$ cat config.mk
export PLATFORM = sky130hd
export DESIGN_NAME = key_seq_ctrl
export DESIGN_NICKNAME = d
export VERILOG_FILES = /design/src/rtl/key_seq_ctrl_pkg.sv /design/src/rtl/key_seq_ctrl_shift_unit.sv /design/src/rtl/key_seq_ctrl.sv
export SDC_FILE = /design/constraint.sdc
export NUM_CORES = 1
export LEC_CHECK = 0
export ABC_AREA = 1
export CAP_MARGIN = 20
export CORE_MARGIN = 2
export CORE_UTILIZATION = 50
export DETAILED_ROUTE_END_ITERATION = 7
export HOLD_SLACK_MARGIN = 0.05
export PLACE_DENSITY_LB_ADDON = 0.2
export REMOVE_ABC_BUFFERS = 1
export SLEW_MARGIN = 40
export SYNTH_ARGS = -nofsm -noshare
export SYNTH_HDL_FRONTEND = slang
export SYNTH_SLANG_ARGS = --single-unit
$ cat constraint.sdc
create_clock -name clk -period 6 [get_ports clk]
set_input_delay 1.5 -clock clk [delete_from_list [all_inputs] [get_ports clk]]
set_output_delay 1.5 -clock clk [all_outputs]
set_load 0.02 [all_outputs]
$ cat src/rtl/key_seq_ctrl_pkg.sv
// rtl/key_seq_ctrl_pkg.sv - shared types and ASCII constants for the key sequence cipher
package key_seq_ctrl_pkg;

   typedef enum logic [1:0] {
      IDLE = 2'd0,
      LOAD = 2'd1,
      RUN  = 2'd2
   } state_t;

   localparam logic [7:0] ASCII_LOWER_A = 8'd97;
   localparam logic [7:0] ASCII_LOWER_Z = 8'd122;
   localparam logic [7:0] ALPHABET      = 8'd26;
   localparam logic [7:0] SPACE_CHAR    = 8'd32;

   function automatic logic is_lower(input logic [7:0] c);
      return (c >= ASCII_LOWER_A) && (c <= ASCII_LOWER_Z);
   endfunction

endpackage

$ cat src/rtl/key_seq_ctrl_shift_unit.sv
// rtl/key_seq_ctrl_shift_unit.sv - combinational alphabet shift of one lowercase letter by one key letter
module shift_unit
   import key_seq_ctrl_pkg::*;
(
   input  logic [7:0] ch_in,
   input  logic [7:0] key,
   input  logic       mode,
   output logic [7:0] ch_out
);

   logic [8:0] k;
   logic [8:0] sum;
   logic [8:0] diff;
   logic [8:0] res;

   // Nine-bit intermediates keep the sum and difference free of wrap-around.
   always_comb begin
      k    = {1'b0, key} - {1'b0, ASCII_LOWER_A};
      sum  = {1'b0, ch_in} + k;
      diff = {1'b0, ch_in} - k;
      if (mode == 1'b0) begin
         res = (sum > {1'b0, ASCII_LOWER_Z}) ? sum - {1'b0, ALPHABET} : sum;
      end else begin
         res = (diff < {1'b0, ASCII_LOWER_A}) ? diff + {1'b0, ALPHABET} : diff;
      end
      ch_out = 8'(res);
   end

endmodule

$ cat src/rtl/key_seq_ctrl.sv
// rtl/key_seq_ctrl.sv - key entry FSM and one-stage registered shift cipher datapath
module key_seq_ctrl #(
   parameter int         KEY_SLOTS  = 4,
   parameter logic [7:0] SPACE_CHAR = key_seq_ctrl_pkg::SPACE_CHAR,
   localparam int        LEN_W      = $clog2(KEY_SLOTS + 1),
   localparam int        IDX_W      = (KEY_SLOTS > 1) ? $clog2(KEY_SLOTS) : 1
) (
   input  logic                   clk,
   input  logic                   reset,
   input  logic                   key_start,
   input  logic [7:0]             key_char,
   input  logic                   key_char_valid,
   input  logic                   key_done,
   input  logic                   mode,
   input  logic [7:0]             in_char,
   input  logic                   in_valid,
   output logic                   in_ready,
   output logic [7:0]             out_char,
   output logic                   out_valid,
   input  logic                   out_ready,
   output logic [8*KEY_SLOTS-1:0] key_arr,
   output logic [LEN_W-1:0]       key_len,
   output logic [IDX_W-1:0]       key_idx,
   output logic                   busy
);

   import key_seq_ctrl_pkg::*;

   state_t                 state_q, state_d;
   logic [8*KEY_SLOTS-1:0] key_arr_q, key_arr_d;
   logic [LEN_W-1:0]       key_len_q, key_len_d, len_upd;
   logic [IDX_W-1:0]       key_idx_q, key_idx_d;
   logic [7:0]             out_char_q, out_char_d;
   logic                   out_valid_q, out_valid_d;
   logic [7:0]             cur_key;
   logic [7:0]             shifted;
   logic                   accept;
   logic                   key_letter;

   assign in_ready   = (state_q == RUN) && (!out_valid_q || out_ready);
   assign accept     = in_valid && in_ready;
   assign key_letter = key_char_valid && is_lower(key_char);

   always_comb begin
      cur_key = '0;
      for (int i = 0; i < KEY_SLOTS; i++) begin
         if (IDX_W'(i) == key_idx_q) begin
            cur_key = key_arr_q[8*i +: 8];
         end
      end
   end

   shift_unit u_shift (
      .ch_in  (in_char),
      .key    (cur_key),
      .mode   (mode),
      .ch_out (shifted)
   );

   always_comb begin
      state_d     = state_q;
      key_arr_d   = key_arr_q;
      key_len_d   = key_len_q;
      key_idx_d   = key_idx_q;
      out_char_d  = out_char_q;
      out_valid_d = out_valid_q;
      len_upd     = key_len_q + LEN_W'(key_letter);

      // The output register drains independently of the FSM so a pending
      // character survives a restart of key entry.
      if (accept) begin
         out_valid_d = 1'b1;
         if (is_lower(in_char)) begin
            out_char_d = shifted;
            if (LEN_W'(key_idx_q) + LEN_W'(1) == key_len_q) begin
               key_idx_d = '0;
            end else begin
               key_idx_d = key_idx_q + IDX_W'(1);
            end
         end else begin
            out_char_d = SPACE_CHAR;
         end
      end else if (out_ready) begin
         out_valid_d = 1'b0;
      end

      case (state_q)
         LOAD: begin
            if (key_letter) begin
               for (int i = 0; i < KEY_SLOTS; i++) begin
                  if (LEN_W'(i) == key_len_q) begin
                     key_arr_d[8*i +: 8] = key_char;
                  end
               end
               key_len_d = len_upd;
            end
            // A letter arriving with key_done counts toward the length test.
            if (len_upd == LEN_W'(KEY_SLOTS)) begin
               state_d = RUN;
            end else if (key_done) begin
               state_d = (len_upd != '0) ? RUN : IDLE;
            end
         end
         IDLE:    state_d = IDLE;
         RUN:     state_d = RUN;
         default: state_d = IDLE;
      endcase

      if (key_start) begin
         state_d   = LOAD;
         key_arr_d = '0;
         key_len_d = '0;
         key_idx_d = '0;
      end
   end

   always_ff @(posedge clk) begin
      if (reset) begin
         state_q     <= IDLE;
         key_arr_q   <= '0;
         key_len_q   <= '0;
         key_idx_q   <= '0;
         out_char_q  <= '0;
         out_valid_q <= 1'b0;
      end else begin
         state_q     <= state_d;
         key_arr_q   <= key_arr_d;
         key_len_q   <= key_len_d;
         key_idx_q   <= key_idx_d;
         out_char_q  <= out_char_d;
         out_valid_q <= out_valid_d;
      end
   end

   assign key_arr   = key_arr_q;
   assign key_len   = key_len_q;
   assign key_idx   = key_idx_q;
   assign out_char  = out_char_q;
   assign out_valid = out_valid_q;
   assign busy      = (state_q != IDLE);

endmodule

# Word level (Yosys, flattened, before mapping)
# Cells that the tools add are included.
[word_totals] ff_bits=48 out_inout_bits=48 word_cells=71
[classes] add_sub_neg=8 n_lt_le_gt_ge=6 eq_ne=12 n_mux=16 reduce_logical=19
[ops] operator="2-to-1 mux 8 bit" count=8
[ops] operator="greater-or-equal comparator 8 x 7 -> 1 bit (second input constant)" count=2
[ops] operator="less-or-equal comparator 8 x 7 -> 1 bit (second input constant)" count=2
[ops] operator="AND reduction 3 bit" count=4
[ops] operator="adder 8 x 9 -> 9 bit" count=1
[ops] operator="> comparator 9 x 7 -> 1 bit (second input constant)" count=1
[ops] operator="< comparator 9 x 7 -> 1 bit (second input constant)" count=1
[ops] operator="subtractor 8 x 7 -> 9 bit (second input constant)" count=1
[ops] operator="subtractor 8 x 9 -> 9 bit" count=1
[ops] operator="adder 8 x 5 -> 8 bit (second input constant)" count=1
[ops] operator="2-to-1 mux 2 bit" count=4
[ops] operator="subtractor 8 x 5 -> 8 bit (second input constant)" count=1
[ops] operator="equality test 2 x 3 -> 1 bit (first input constant)" count=2
[ops] operator="logical AND 1 bit" count=5
[ops] operator="equality test 2 bit (first input constant)" count=2
[ops] operator="!= test 4 bit (second input constant)" count=1
[ops] operator="one-hot mux 2 bit (2 select lines)" count=1
[ops] operator="AND reduction 2 bit" count=2
[ops] operator="nonzero test 2 bit" count=2
[ops] operator="adder 2 x 1 -> 3 bit (second input constant)" count=1
[ops] operator="adder 3 x 1 -> 3 bit" count=1
[ops] operator="equality test 1 x 3 -> 1 bit (first input constant)" count=1
[ops] operator="equality test 3 bit" count=1
[ops] operator="equality test 3 bit (second input constant)" count=1
[ops] operator="other kinds (12)" count=14

# Logic depth before layout (Yosys ltp)
[logic_depth] depth_word=11 depth_mapped=31 mapped_depth_nobuf=29

# Modules after synthesis
# From an unflattened synthesis, not the netlist that was laid out.
[unflattened] cells_unflattened=678 area_unflattened_um2=4254.1
[by_module_without_submodules] module="key_seq_ctrl" n_inst=1 cells_per_inst=349 area_each_um2=2468.6 seq_area_each_um2=960.9
[by_module_without_submodules] module="shift_unit" n_inst=1 cells_per_inst=329 area_each_um2=1785.5 seq_area_each_um2=0.0

# Worst setup path before layout
# No wires, ideal clock.
[synth_path] path_kind="register -> register" startpoint="register key_idx_q[1], in the netlist key_idx[1]" endpoint="register out_char_q[6], in the netlist out_char[6]" setup_time_ns=0.068 t_arrival_ns=3.661 required_ns=5.932 setup_slack_ns=2.271 path_stages_with_launch=27 n_path_buf=2 synth_period_minus_slack_ns=3.729 path_cell_list="dfxtp_1 > inv_1 > ha_1 > buf_6 > inv_4 > nor2_1 > o31ai_1 > o21ai_0 > ha_1 > xor2_1 > inv_1 > ha_1 > buf_6 > xnor2_1 > ha_1 > inv_1 > nand3_2 > nor2_4 > nand3_2 > o21a_4 > nand2_4 > nand2_1 > nand2_1 > nand2_1 > nand2_1 > nand2_1 > a21oi_2"
[synth_via] elab_chain_len=11 elab_cells_between_ends=19 classes_between="add/sub: 5; order compare: 2; eq/ne: 3; mux: 8; reduce/logical: 1"
[synth_lines] item="start: declaration" line="key_seq_ctrl.sv:32" rtl="logic [IDX_W-1:0] key_idx_q, key_idx_d;"
[synth_lines] item="start signal: assignment" line="key_seq_ctrl.sv:129" rtl="key_idx_q <= key_idx_d;"
[synth_lines] item="logical NOT 2 bit" line="key_seq_ctrl.sv:47" rtl="if (IDX_W'(i) == key_idx_q) begin"
[synth_lines] item="2-to-1 mux 8 bit (3 in series)" line="key_seq_ctrl.sv:47"
[synth_lines] item="2-to-1 mux 8 bit *" line="key_seq_ctrl.sv:47"
[synth_lines] item="subtractor 8 x 7 -> 9 bit *" line="key_seq_ctrl_shift_unit.sv:18" rtl="k = {1'b0, key} - {1'b0, ASCII_LOWER_A};"
[synth_lines] item="adder 8 x 9 -> 9 bit / subtractor 8 x 9 -> 9 bit (equally long branches)" line="key_seq_ctrl_shift_unit.sv:19, key_seq_ctrl_shift_unit.sv:20"
[synth_lines] item="subtractor 8 x 5 -> 8 bit, or another cell as far along" line="key_seq_ctrl_shift_unit.sv:22" rtl="res = (sum > {1'b0, ASCII_LOWER_Z}) ? sum - {1'b0, ALPHABET} : sum;"
[synth_lines] item="2-to-1 mux 8 bit (on tied branches)" line="key_seq_ctrl_shift_unit.sv:22, key_seq_ctrl_shift_unit.sv:24"
[synth_lines] item="2-to-1 mux 8 bit *" line="key_seq_ctrl_shift_unit.sv:21" rtl="if (mode == 1'b0) begin"
[synth_lines] item="2-to-1 mux 8 bit *" line="key_seq_ctrl.sv:73" rtl="if (is_lower(in_char)) begin"
[synth_lines] item="end signal: assignment" line="key_seq_ctrl.sv:130" rtl="out_char_q <= out_char_d;"
[synth_lines] item="end: declaration" line="key_seq_ctrl.sv:33" rtl="logic [7:0] out_char_q, out_char_d;"
# Every way passes the cells marked *; elsewhere a longest branch is shown, timed or not.
# A chain may end at the register's enable or synchronous reset.

# Worst setup path in the final report
[layout_path] startpoint="input out_ready" endpoint="output in_ready"
[layout_via] elab_chain_len=2
[layout_lines] item="start: declaration" line="key_seq_ctrl.sv:20" rtl="input logic out_ready,"
[layout_lines] item="logical OR 1 bit" line="key_seq_ctrl.sv:40" rtl="assign in_ready = (state_q == RUN) && (!out_valid_q || out_ready);"
[layout_lines] item="logical AND 1 bit" line="key_seq_ctrl.sv:40"
[layout_lines] item="end: declaration" line="key_seq_ctrl.sv:17" rtl="output logic in_ready,"
# No other way between the ends.

==> summary.md <==
| Metric | Value |
|---|---|
| Total Routing Usage GR | 0.2448 |
| Hold crit path type | reg -> reg |
| Worst slew margin | 0.5073 |
| Pleak | 2.093 nW |
| CP Class | in -> out |
| PortBufs | 71 |
| Worst-path clk slew | 0.09 ns |
| Max IR drop VDD | 117.1 uV |
| Netlist cell types | 46 |
| Max-Cap Viols | 0 |
| Post-synth EDFFs | 0 |
| Clock tree root buffer cell | clkbuf_8 |
| Fin nets | 684 |
| Avg Vias per Cell | 5.234 |
| RSZ-0062 raised after global routing | false |
| Syn_area_per_cell | 6.896 um2 |
| Yosys Warn Count | 0 |
| Placed cell area | 4631 um2 |
| CTS tree | yes |
| Die area | 8543 um2 |
| Top post-synthesis cells by area | dfxtp_1, nand2_1, ha_1 |
| TritonCTS Buffers | 5 |
| Clock Power Share | 0.315 |
| Largest area contributor in the netlist | dfxtp_1 |
| Drt drc | 0 |
| FF-to-FF setup slack | 1.71 ns |
| CP startpoint kind | input pin |
| Status | complete, no violations |
| PwrDens | 155.6 nW/um2 |
| Hold Vio Cnt, Final | 0 |
| Final cell count without fillers | 731 |
| Wirelength per Cell | 13.76 um |
| Switching share of power | 0.3036 |
| Initial antenna violation count | 0 |
| IO Pins | 72 |
| Slew at the pin with the worst max-slew slack | 0.7346 ns |
| Internal power | 0.0005135 W |
| Synth top area share | 0.2458 |
| Skew-Pair Late Insertion Delay | 0.30 ns |
| Top FF cell, synth | dfxtp_1 |
| Design Area, Final | 4738 um2 |
| DPL Wire Length | 8066 um |
| 1st-iter DRT viols | 150 |
| CTS max path bufs | 2 |
| Final period util | 0.7196 |
| Synthesis-to-layout area growth | 21.18% |
| H-tree level count | 2 |
| Min Clock Period, post-route | 4.317 ns |
| Core Util, Final | 0.6196 |
| Final setup fails | 0 |
| Setup TNS | 0 ns |
| Grt ovf | 0 |
| Vias | 3826 |
| Vias in the first global route | 3669 |
| Mapped cell area | 3910 um2 |
| Gpl congestion | 0.9585 |
| Hold_buf cts | 0 |
| Routed WL | 10060 um |
| Sequential cell fraction of total power | 0.434 |
| Mapped Cells | 567 |
| Placed Cells | 723 |
| Data arrival, critical path | 2.82 ns |
| Crit-path max FO | 2 |
| Total Power | 0.0007374 W |
| Critical Path RT | 4.50 ns |
| Fmax | 231.6 MHz |
| Post-synthesis sequential area ratio | 0.2458 |
| Total core area | 7647 um2 |
| Slew Viols, Final | 0 |
| Setup Skew | 0.01065 ns |
| #FFs+latches synth | 48 |
| Asr flop ratio synth | 0 |
| Comb pwr share | 0.251 |
| Antenna viol nets, final | 0 |
| Setup crit end kind | output pin |
| Die height | 92.43 um |
| DR pass1 iterations | 4 |
| Die Width | 92.43 um |
| Clk sink count | 48 |
| Layout cells sized above 1 | 0.09857 |
| Initial core utilization | 0.5113 |
| # rows | 32 |
| # resized after CTS | 0 |
| Pin count of the biggest net entering global routing | 26 |
| Postcts setup bufs | 0 |
| Switching power | 0.0002239 W |
| First-pass GRT wire length | 17160 um |
| ANT cells | 0 |
## cell usage in the layout (no fill, tap or decap), types with 3 or more instances in the layout
cell             count
nand2_1            119
inv_1               79
clkdlybuf4s50_1     71
nand3_1             53
dfxtp_1             48
a21oi_1             41
nor2_1              40
ha_1                30
o21ai_0             17
nand2_2             16
nand4_1             15
a211oi_1            12
xor2_1              10
inv_2                5
a21oi_2              5
clkbuf_8             5
xnor2_1              4
nor3_1               4
nor4_4               4
nand3_2              4
nor2_2               4
inv_4                3
a22oi_1              3
o21a_1               3
a21oi_4              3
## metrics by stage
stage                     hold WS [ns]  setup WS (ns)
after detailed placement        0.4598          1.643
final                           0.4698          1.683
after CTS                       0.4736          1.685
after floorplan                 0.5279          2.142
after global placement          0.4549          1.691
after global routing            0.4894          1.272
## state kept, by name, indices dropped and copies added (netlist names)
name	cells
key_idx	2
out_char	8
key_len	3
state_q	2
out_valid	1
key_arr	32
## routing by layer
layer | vias up | global-route usage | wire length, um
met3 | 12 | 0.03255 | 444
met1 | 1751 | 0.3027 | 4391
met2 | 86 | 0.4459 | 5070
met4 | 0 | 0.06219 | 155
li1 | 1977 | - | -
met5 | - | 0 | 0
## worst max-delay path: stages
cell and delay, ns:
clkdlybuf4s50_1 0.45, inv_1 0.05, a21oi_1 0.17, clkdlybuf4s50_1 0.64
## final timing paths
check,cells after the start,end,startpoint
worst max-delay path,4,in_ready,out_ready
worst min-delay path,2,out_char[3]$_SDFFE_PP0P_,out_char[3]$_SDFFE_PP0P_
worst max register to register,24,out_char[6]$_SDFFE_PP0P_,key_idx[0]$_SDFFE_PP0P_
worst min register to register,2,out_char[3]$_SDFFE_PP0P_,out_char[3]$_SDFFE_PP0P_
## kinds of logic (layout without fill, tap and decap cells)
logic type | Yosys count | count (layout) | share of synthesized area
and+or+nand+nor | 272 | 272 | 0.3392
buffers and inverters | 106 | 168 | 0.1219
AOI/OAI and AO/OA | 95 | 95 | 0.1555
DFF | 48 | 48 | 0.2458
adders and majority gates | 32 | 32 | 0.1062
xor gates and xnor gates | 14 | 14 | 0.03136
## power by group through the flow
stage | Clock [W] | Sequential (W) | Combinational [W]
finish | 0.000232 | 0.000320 | 0.000185
detailed placement | 0 | 0.000328 | 0.000183
global placement | 0 | 0.000328 | 0.000179
CTS | 0.000236 | 0.000320 | 0.000184
global route | 0.000249 | 0.000320 | 0.000207
floorplan | 0 | 0.000328 | 0.000129
## Yosys cell counts (3+ instances only)
master and count:
a211oi_1 12, a21oi_1 41, a21oi_2 5, a21oi_4 3, a22oi_1 3, buf_2 3, buf_4 4, buf_6 7
clkbuf_1 4, dfxtp_1 48, ha_1 30, inv_1 79, inv_2 5, inv_4 3, nand2_1 119, nand2_2 16
nand3_1 53, nand3_2 4, nand4_1 15, nor2_1 40, nor2_2 4, nor3_1 5, nor4_4 3, o21a_1 3
o21ai_0 17, xnor2_1 4, xor2_1 10
## final cells by class
cell class / count / area, um2
clock buffers: 6 / 72.57
inverters: 88 / 337.8
multi-input cells: 413 / 2486
fillers: 707 / 2909
clock inverters: 2 / 35.03
repair buffers: 72 / 718.2
flip-flops and latches: 48 / 960.9
well taps: 102 / 127.6
No activity file was read; power rests on OpenSTA's default activity.
